--- src/rtl/usb_capture.sv ---
// Host-bound USB capture engine: decimates 8-bit channel samples, packs four per
// little-endian 32-bit word, buffers them in a show-ahead FIFO and streams them to the USB write port.
module usb_capture #(
    parameter int FIFO_DEPTH = 16,
    parameter int LEN_WIDTH  = 32
) (
    input  logic                 clk,
    input  logic                 reset_n,
    input  logic                 start,
    input  logic                 stop,
    input  logic [LEN_WIDTH-1:0] length,
    input  logic [15:0]          decim,
    input  logic [7:0]           sample_in,
    input  logic                 sample_valid,
    output logic [31:0]          usb_wr_data,
    output logic                 usb_wr_valid,
    input  logic                 usb_wr_full,
    output logic                 busy,
    output logic                 done,
    output logic [15:0]          overflow_count,
    output logic [LEN_WIDTH-1:0] words_sent
);

    localparam int AW = $clog2(FIFO_DEPTH);

    typedef enum logic [1:0] {
        IDLE,
        RUN,
        FLUSH,
        DRAIN
    } state_t;

    state_t state;
    state_t state_next;

    logic [LEN_WIDTH-1:0] len_q;
    logic [LEN_WIDTH-1:0] sample_cnt;
    logic [15:0]          decim_q;
    logic [15:0]          dec_cnt;
    logic [23:0]          pack;
    logic [1:0]           byte_idx;

    logic [31:0]          mem [FIFO_DEPTH];
    logic [AW-1:0]        wr_ptr;
    logic [AW-1:0]        rd_ptr;
    logic [AW:0]          count;

    logic                 fifo_empty;
    logic                 fifo_full;
    logic                 pop;
    logic                 space;

    logic                 accept;
    logic                 word_done;
    logic                 last_sample;
    logic                 flush_push;
    logic                 push;
    logic                 drop;
    logic [31:0]          push_word;

    // FIFO flags and the USB write handshake
    assign fifo_empty   = (count == '0);
    assign fifo_full    = (count == (AW+1)'(FIFO_DEPTH));
    assign pop          = !fifo_empty && !usb_wr_full;
    // A pop in the same cycle frees a slot for a push into a full FIFO
    assign space        = !fifo_full || pop;
    assign usb_wr_valid = pop;
    assign usb_wr_data  = mem[rd_ptr];

    always_ff @(posedge clk or negedge reset_n) begin
        if (!reset_n) begin
            state <= IDLE;
        end else begin
            state <= state_next;
        end
    end

    always_comb begin
        state_next = state;
        unique case (state)
            IDLE: begin
                if (start) begin
                    state_next = RUN;
                end
            end
            RUN: begin
                if (stop || last_sample) begin
                    state_next = FLUSH;
                end
            end
            FLUSH: begin
                if (byte_idx == 2'd0 || space) begin
                    state_next = DRAIN;
                end
            end
            DRAIN: begin
                if (fifo_empty) begin
                    state_next = IDLE;
                end
            end
            default: state_next = IDLE;
        endcase
    end

    always_comb begin
        accept      = 1'b0;
        word_done   = 1'b0;
        last_sample = 1'b0;
        flush_push  = 1'b0;
        push        = 1'b0;
        drop        = 1'b0;
        push_word   = {sample_in, pack};
        if (state == RUN && sample_valid && dec_cnt == '0) begin
            accept      = 1'b1;
            word_done   = (byte_idx == 2'd3);
            last_sample = (len_q != '0) && ((sample_cnt + LEN_WIDTH'(1)) == len_q);
        end
        // Partial word flush waits for space instead of dropping
        if (state == FLUSH && byte_idx != 2'd0 && space) begin
            flush_push = 1'b1;
            push_word  = {8'h00, pack};
        end
        push = (word_done && space) || flush_push;
        drop = word_done && !space;
    end

    always_ff @(posedge clk or negedge reset_n) begin
        if (!reset_n) begin
            busy           <= 1'b0;
            done           <= 1'b0;
            len_q          <= '0;
            decim_q        <= '0;
            sample_cnt     <= '0;
            dec_cnt        <= '0;
            pack           <= '0;
            byte_idx       <= '0;
            overflow_count <= '0;
            words_sent     <= '0;
        end else begin
            busy <= (state_next != IDLE);
            done <= (state == DRAIN) && (state_next == IDLE);
            if (state == IDLE && start) begin
                len_q          <= length;
                decim_q        <= decim;
                sample_cnt     <= '0;
                dec_cnt        <= '0;
                pack           <= '0;
                byte_idx       <= '0;
                overflow_count <= '0;
                words_sent     <= '0;
            end else begin
                if (pop) begin
                    words_sent <= words_sent + LEN_WIDTH'(1);
                end
                if (state == RUN && sample_valid) begin
                    dec_cnt <= (dec_cnt == decim_q) ? 16'd0 : dec_cnt + 16'd1;
                end
                if (accept) begin
                    sample_cnt <= sample_cnt + LEN_WIDTH'(1);
                    if (byte_idx == 2'd3) begin
                        byte_idx <= 2'd0;
                        pack     <= '0;
                    end else begin
                        pack[{byte_idx, 3'b000} +: 8] <= sample_in;
                        byte_idx                      <= byte_idx + 2'd1;
                    end
                end
                if (drop && overflow_count != 16'hFFFF) begin
                    overflow_count <= overflow_count + 16'd1;
                end
                if (flush_push) begin
                    byte_idx <= 2'd0;
                    pack     <= '0;
                end
            end
        end
    end

    always_ff @(posedge clk or negedge reset_n) begin
        if (!reset_n) begin
            wr_ptr <= '0;
            rd_ptr <= '0;
            count  <= '0;
            for (int unsigned i = 0; i < FIFO_DEPTH; i++) begin
                mem[i] <= '0;
            end
        end else begin
            if (push) begin
                mem[wr_ptr] <= push_word;
                wr_ptr      <= wr_ptr + AW'(1);
            end
            if (pop) begin
                rd_ptr <= rd_ptr + AW'(1);
            end
            case ({push, pop})
                2'b10:   count <= count + (AW+1)'(1);
                2'b01:   count <= count - (AW+1)'(1);
                default: count <= count;
            endcase
        end
    end

endmodule

--- config.mk ---
export PLATFORM = sky130hd
export DESIGN_NAME = usb_capture
export DESIGN_NICKNAME = d
export VERILOG_FILES = /design/src/rtl/usb_capture.sv
export SDC_FILE = /design/constraint.sdc
export NUM_CORES = 1
export LEC_CHECK = 0
export CAP_MARGIN = 10
export CORE_MARGIN = 2
export CORE_UTILIZATION = 61
export DETAILED_ROUTE_END_ITERATION = 6
export PLACE_DENSITY = 0.9
export SYNTH_ARGS = -nofsm -noshare
export SYNTH_HDL_FRONTEND = slang
export SYNTH_SLANG_ARGS = --single-unit
--- constraint.sdc ---
create_clock -name clk -period 4.1 [get_ports clk]
set_input_delay 0.82 -clock clk [delete_from_list [all_inputs] [get_ports clk]]
set_output_delay 0.82 -clock clk [all_outputs]
set_load 0.1 [all_outputs]
==> out/metrics.cfg, run 1 <==
[outcome]
run_status = finished clean

[setup_path]
critical_path.startpoint_type = register
worst_setup_path_class = reg -> out
arrival_time_reported_for_the_critical_path_endpoint_ps = 3050
worst_r2r_startpoint = sample_cnt[0]
worst_ep_required_time_ps = 3280
worst_r2r_path_cells = 9
crit_path_max_fanout = 39
setup.worst_path.end_class = output pin
critical_path.reg2reg.endpoint = state[0]
reg2reg_setup_slack_ps = 470

[yosys]
ys_seq_area_frac = 0.5408
synth_simple_gate_area_frac = 0.09617
yosys_register_bits = 699
synthArstFlopShare = 1.000
post-synth-top-area-fraction = 0.5408
synthXorXnorAreaFrac = 0.02952
mappedNetlistNets = 2661
yosysWarnings = 0
post_synth_inst_count = 2580
synth_area_leader_cell = sky130_fd_sc_hd__dfrtp_1
post_synth_fa_ha_maj_area_fraction = 0.007891
post_synth_instance_area_um2 = 32340
syn-mean-instance-area_um2 = 12.54
ys_top_cells_by_area = sky130_fd_sc_hd__dfrtp_1 (54%), sky130_fd_sc_hd__mux2_2 (13%), sky130_fd_sc_hd__mux4_2 (11%)
synth.distinct_cells = 50
post_synth_most_frequent_cells = sky130_fd_sc_hd__dfrtp_1 (699), sky130_fd_sc_hd__mux2_2 (383), sky130_fd_sc_hd__nand2_1 (349), sky130_fd_sc_hd__o21ai_0 (204), sky130_fd_sc_hd__mux4_2 (160)
synth_top_family_by_area = multiplexers
synthMuxAreaShare = 0.2464
synth_compound_area_frac = 0.05412
number_of_enable_flip_flop_cells_after_synthesis = 0
synthFlopType = sky130_fd_sc_hd__dfrtp_1
synth_most_common_cell = sky130_fd_sc_hd__dfrtp_1

[power_and_ir_drop]
switchingPower_mw = 6.617
share_clk_of_total_power = 0.316
power_frac_comb = 0.253
ir_worst_vdd_mv = 0.4658
power-per-cell-area_nw_per_um2 = 536.9
p_int_mw = 13.31
report.power.total_mw = 19.92
power_frac_seq = 0.431
p_leak_nw = 17.34
netSwitchingFraction = 0.3321

[global_routing]
pin_count_of_the_biggest_net_entering_global_routing = 130
grt_remaining_overflow = 0
antenna_found_initial = 0
wire_length_of_the_first_global_routing_pass_um = 132700
gr-usage-all-layers = 0.3132
grt_pass1_vias = 23980

[cells_and_area]
final_net_count = 2746
area_growth_pct = 14.74
antenna_cells = 0
sequential_area_um2 = 17500
nFillCells = 3158
multi_input_area_um2 = 14120
drive_above_1_share = 0.2838

[sta]
setup_total_negative_slack_ps = 0
layout_min_cycle_time_ps = 3870
maxClockFrequency_ghz = 0.2584
timing.final.crit_share = 0.9439
report.final.slew_viol_count = 0
grt_setup_unrepaired = no
hold_viol = 0
maxSlewHeadroom = 0.2260
timing.final.setup_violations = 0
worstMarginPinSlew_ps = 1160
worst_hold_slack_ps = 220.6
finClkSkew_ps = 21.26

[clocking]
setup_repair_bufs_after_cts = 0
tritoncts = built
tritoncts.num_buffers = 69
clkLatencyLatePin_ps = 610
h_tree_levels = 3
clock-root-buffer = sky130_fd_sc_hd__clkbuf_16
cts-resized-gates = 0
clk_transition_reported_paths_ps = 60
postCtsHoldBufs = 0
clock_sinks = 699
cts-root-to-sink-buffers = 3

[hold_path]
hp-class = in -> async

[drt]
routed-via-count = 22410
totalWireLength_um = 83070
initialDrtViolationCount = 2135
detail_route.drc_violations = 0
detail_routed_via_count_per_cell = 6.581
drt_first_pass_iters = 5
detail-route-antenna-nets = 0
wire_per_inst_um = 24.40

[floorplanning]
boundaryPins = 145
std_cell_rows = 84
core-area_um2 = 52450
die_w_um = 234.3
initial_utilization = 0.6167
chipHeight_um = 234.3
floorplan_die_area_um2 = 54880

[job]
max_cap_violations = 0

[placement]
hpwlAfterDp_um = 50510
globalplace.congestion = 0.8655
portBuffers = 144

-- registers in the layout (all words and copies together), names as in the netlist, 2 cells and up --
register / cells
overflow_count: 16
mem: 512
decim_q: 16
wr_ptr: 4
dec_cnt: 16
len_q: 32
pack: 24
byte_idx: 2
sample_cnt: 32
rd_ptr: 4
words_sent: 32
count: 5
state: 2
-- cell usage in the layout (no fill, tap or decap), types with 12 or more instances in the layout --
| cell | count |
|---|---|
| sky130_fd_sc_hd__a21oi_1 | 28 |
| sky130_fd_sc_hd__a22o_1 | 24 |
| sky130_fd_sc_hd__mux2_2 | 383 |
| sky130_fd_sc_hd__inv_1 | 22 |
| sky130_fd_sc_hd__nand2_1 | 348 |
| sky130_fd_sc_hd__clkbuf_16 | 72 |
| sky130_fd_sc_hd__nand3_2 | 12 |
| sky130_fd_sc_hd__nor4_1 | 19 |
| sky130_fd_sc_hd__clkdlybuf4s50_1 | 110 |
| sky130_fd_sc_hd__buf_4 | 56 |
| sky130_fd_sc_hd__and3_1 | 21 |
| sky130_fd_sc_hd__o21ai_0 | 204 |
| sky130_fd_sc_hd__buf_12 | 39 |
| sky130_fd_sc_hd__nor3_1 | 16 |
| sky130_fd_sc_hd__xnor2_1 | 65 |
| sky130_fd_sc_hd__clkbuf_8 | 13 |
| sky130_fd_sc_hd__nand4_1 | 38 |
| sky130_fd_sc_hd__nand2b_1 | 12 |
| sky130_fd_sc_hd__nor2_1 | 105 |
| sky130_fd_sc_hd__ha_1 | 18 |
| sky130_fd_sc_hd__clkbuf_1 | 18 |
| sky130_fd_sc_hd__mux4_2 | 160 |
| sky130_fd_sc_hd__dfrtp_1 | 695 |
| sky130_fd_sc_hd__nor2b_1 | 12 |
| sky130_fd_sc_hd__xor2_1 | 44 |
| sky130_fd_sc_hd__and4_1 | 12 |
| sky130_fd_sc_hd__o31ai_1 | 15 |
| sky130_fd_sc_hd__nand3_1 | 54 |
-- power by group through the flow --
stage                     clock network [mW]  logic (mW)  registers (mW)
after global routing                    6.63        5.41            8.66
after global placement                     0        4.80            8.57
after detailed placement                   0        5.00            8.65
final                                   6.30        5.04            8.58
after floorplan                            0        3.48            8.40
after CTS                               6.33        5.04            8.55
-- cell type report --
type	instances	area share
multi-input cells	1667	0.3804
clock inverters	20	0.004990
flip-flops and latches	699	0.4716
repair buffers	206	0.06244
clock buffers	103	0.05519
inverters	22	0.002225
well taps	688	0.02319
-- cells by family (layout without fill, tap and decap cells) --
| logic type | count (synthesis) | count (layout) |
|---|---|---|
| simple gates | 686 | 686 |
| compound gates | 304 | 304 |
| fa+ha+maj | 20 | 20 |
| buf+inv | 214 | 351 |
| mux | 548 | 548 |
| xor+xnor | 109 | 109 |
| flops | 699 | 699 |
-- metal layers --
layer  wire length (µm)  vias up  part of all wire  global-route usage
met5                  0        -                 0                   0
met4               3532        0             0.043              0.1373
met3               6953      273             0.084             0.06676
met2              41030     1154              0.49              0.5131
met1              31550    11560              0.38              0.4070
li1                   -     9422                 -                   -
-- metrics by stage --
| step | area (µm²) | setup WS, ps | std cells | utilization |
|---|---|---|---|---|
| detailed placement | 34880 | 509.9 | 3282 | 0.6651 |
| finish | 37110 | 229.9 | 3405 | 0.7077 |
| global placement | 34880 | 668.8 | 3282 | 0.6651 |
| CTS | 37110 | 238.2 | 3405 | 0.7077 |
| global route | 37110 | 173.5 | 3405 | 0.7077 |
| floorplan | 32340 | 132.6 | 2580 | - |
-- worst max-delay path by stage --
stage | startpoint | endpoint | slack (ps)
floorplan | usb_wr_full | count[4] | 130
global placement | sample_cnt[0] | state[0] | 670
detailed placement | sample_cnt[0] | state[0] | 510
CTS | rd_ptr[1] | usb_wr_data[8] | 240
global route | rd_ptr[1] | usb_wr_data[8] | 170
finish | rd_ptr[1] | usb_wr_data[10] | 230
-- critical path, stage by stage, from the launching register on --
cell	delay (ps)
sky130_fd_sc_hd__dfrtp_4	880
sky130_fd_sc_hd__buf_4	400
sky130_fd_sc_hd__mux4_2	380
sky130_fd_sc_hd__mux4_2	550
sky130_fd_sc_hd__buf_12	200
(Power assumes the default switching activity.)
==> run 2: changes to the inputs <==
==> constraint.sdc (replaced) <==
create_clock -name clk -period 4.1 [get_ports clk]
set_input_delay 1.23 -clock clk [delete_from_list [all_inputs] [get_ports clk]]
set_output_delay 1.23 -clock clk [all_outputs]
set_load 0.1 [all_outputs]
==> out/metrics.cfg, run 2 (same netlist as run 1, synthesis figures left out) <==
[sta]
setup_total_negative_slack_ps = 0
final.setup.worst_slack_ps = 59.00
timing.final.setup_violations = 0
maxClockFrequency_ghz = 0.2475
hold_viol = 0
finClkSkew_ps = 29.54
maxSlewHeadroom = 0.3078
timing.final.crit_share = 0.9856
layout_min_cycle_time_ps = 4041
worstMarginPinSlew_ps = 1035
report.final.slew_viol_count = 0

[setup_path]
critical_path.max_stage_delay_ps = 690
critical_path.startpoint_type = register
worst_r2r_path_cells = 9
slowest_library_cell_on_the_worst_path = sky130_fd_sc_hd__dfrtp_4
worst_ep_required_time_ps = 2870
critical_path.cell_chain = buf_12 > mux4_2 > mux4_2 > buf_12
critical_path.reg2reg.endpoint = state[0]
setup.worst_path.end_class = output pin
reg2reg_setup_slack_ps = 570
worst_r2r_startpoint = sample_cnt[0]
worst_setup_path_class = reg -> out
arrival_time_reported_for_the_critical_path_endpoint_ps = 2810
crit_path_max_fanout = 43

[placement]
post-place-ws_ps = 156.1
numPlacedInstances = 3299
hpwlAfterDp_um = 50500
globalplace.congestion = 0.9368
portBuffers = 144

[cells_and_area]
finalCoreUtilization = 0.7167
regMostFlops = mem
multi_input_area_um2 = 14110
sequential_area_um2 = 17500
area_growth_pct = 16.20
final_net_count = 2772
largest_reg_flops = 512
drive_above_1_share = 0.2988
layout_commonest_cell = sky130_fd_sc_hd__dfrtp_1
count_of_non_filler_cells_in_the_finished_layout = 3432
nFillCells = 3158
antenna_cells = 0
layout.cells.most_common_list = sky130_fd_sc_hd__dfrtp_1 (695), sky130_fd_sc_hd__mux2_2 (383), sky130_fd_sc_hd__nand2_1 (348)

[power_and_ir_drop]
share_clk_of_total_power = 0.324
report.power.total_mw = 20.50
p_int_mw = 13.76
ir_worst_vdd_mv = 0.4130
power_frac_seq = 0.413
switchingPower_mw = 6.736
netSwitchingFraction = 0.3287
power-per-cell-area_nw_per_um2 = 545.3
power_frac_comb = 0.262
p_leak_nw = 17.62

[outcome]
run_status = finished clean

[job]
max_cap_violations = 0

[drt]
wire_per_inst_um = 25.26
drt_first_pass_iters = 5
initialDrtViolationCount = 2219
routed-via-count = 22630
totalWireLength_um = 86680
detail_route.drc_violations = 0
detail-route-antenna-nets = 0
detail_routed_via_count_per_cell = 6.592

[hold_path]
whs_endpoint = mem[26]
hp-class = reg -> reg
cell_depth_of_the_worst_hold_path = 2
hold_start = mem[26]

[clocking]
clkLatencyLatePin_ps = 610
h_tree_levels = 3
tritoncts = built
tritoncts.num_buffers = 71
clock_sinks = 699
clock-root-buffer = sky130_fd_sc_hd__clkbuf_16
cts-root-to-sink-buffers = 3
postCtsHoldBufs = 0
clk_transition_reported_paths_ps = 60

[floorplanning]
floorplan_die_area_um2 = 54880
chipHeight_um = 234.3
boundaryPins = 145
core-area_um2 = 52450
std_cell_rows = 84
initial_utilization = 0.6167
die_w_um = 234.3

[global_routing]
gr-usage-all-layers = 0.3227
grt_pass1_vias = 23890
wire_length_of_the_first_global_routing_pass_um = 135100
pin_count_of_the_biggest_net_entering_global_routing = 102
antenna_found_initial = 0
grt_remaining_overflow = 0

[run 2: through the flow]
step | hold slack (ps) | instance area (µm²)
2_1_floorplan | 444.6 | 32350
3_3_place_gp | 456.3 | 35090
3_5_place_dp | 466.6 | 35090
4_1_cts | 479.0 | 37500
5_1_grt | 515.3 | 37590
6_report | 480.5 | 37590
[run 2: power groups by stage]
| stage | sequential, mW | clock, mW | combinational (mW) |
|---|---|---|---|
| 6_report | 8.47 | 6.65 | 5.38 |
| 5_1_grt | 8.55 | 6.99 | 5.75 |
| 3_5_place_dp | 8.58 | 0 | 5.11 |
| 4_1_cts | 8.44 | 6.69 | 5.25 |
| 2_1_floorplan | 8.40 | 0 | 3.48 |
| 3_3_place_gp | 8.50 | 0 | 4.94 |
[run 2: worst max path at each step]
stage	slack [ps]	cells after the start	startpoint	endpoint
2_1_floorplan	280	5	rd_ptr[0]	usb_wr_data[31]
3_3_place_gp	190	10	usb_wr_full	words_sent[21]
3_5_place_dp	160	10	usb_wr_full	words_sent[15]
4_1_cts	20	5	rd_ptr[0]	usb_wr_data[16]
5_1_grt	-7	5	rd_ptr[0]	usb_wr_data[6]
6_report	60	4	rd_ptr[1]	usb_wr_data[28]
[run 2: layout make-up]
type                       count  share of cell area
sequential                   699              0.4656
clock inverter                21            0.006991
tap                          688             0.02290
multi-input combinational   1667              0.3755
clock buffer                 105             0.05603
inverter                      22            0.002197
timing repair buffer         230             0.07074
[run 2: layer usage]
metal | share of wire | global-route usage | wire [µm]
met1 | 0.36 | 0.4086 | 31360
met2 | 0.50 | 0.5332 | 43420
met3 | 0.083 | 0.06080 | 7173
met4 | 0.055 | 0.1699 | 4730
met5 | 0 | 0 | 0
[run 2: worst max-delay path, delay by kind of cell, from the launching register on]
| kind | cells | cell delay (ps) |
|---|---|---|
| multiplexers | 2 | 950 |
| flip-flops | 1 | 690 |
| buffers and inverters | 2 | 500 |
[run 2: timing repair]
item                       4_1_cts  5_1_grt
resized for setup                1        1
setup endpoints to repair       11       12
buffers inserted                 3        1
gates cloned                     0        3
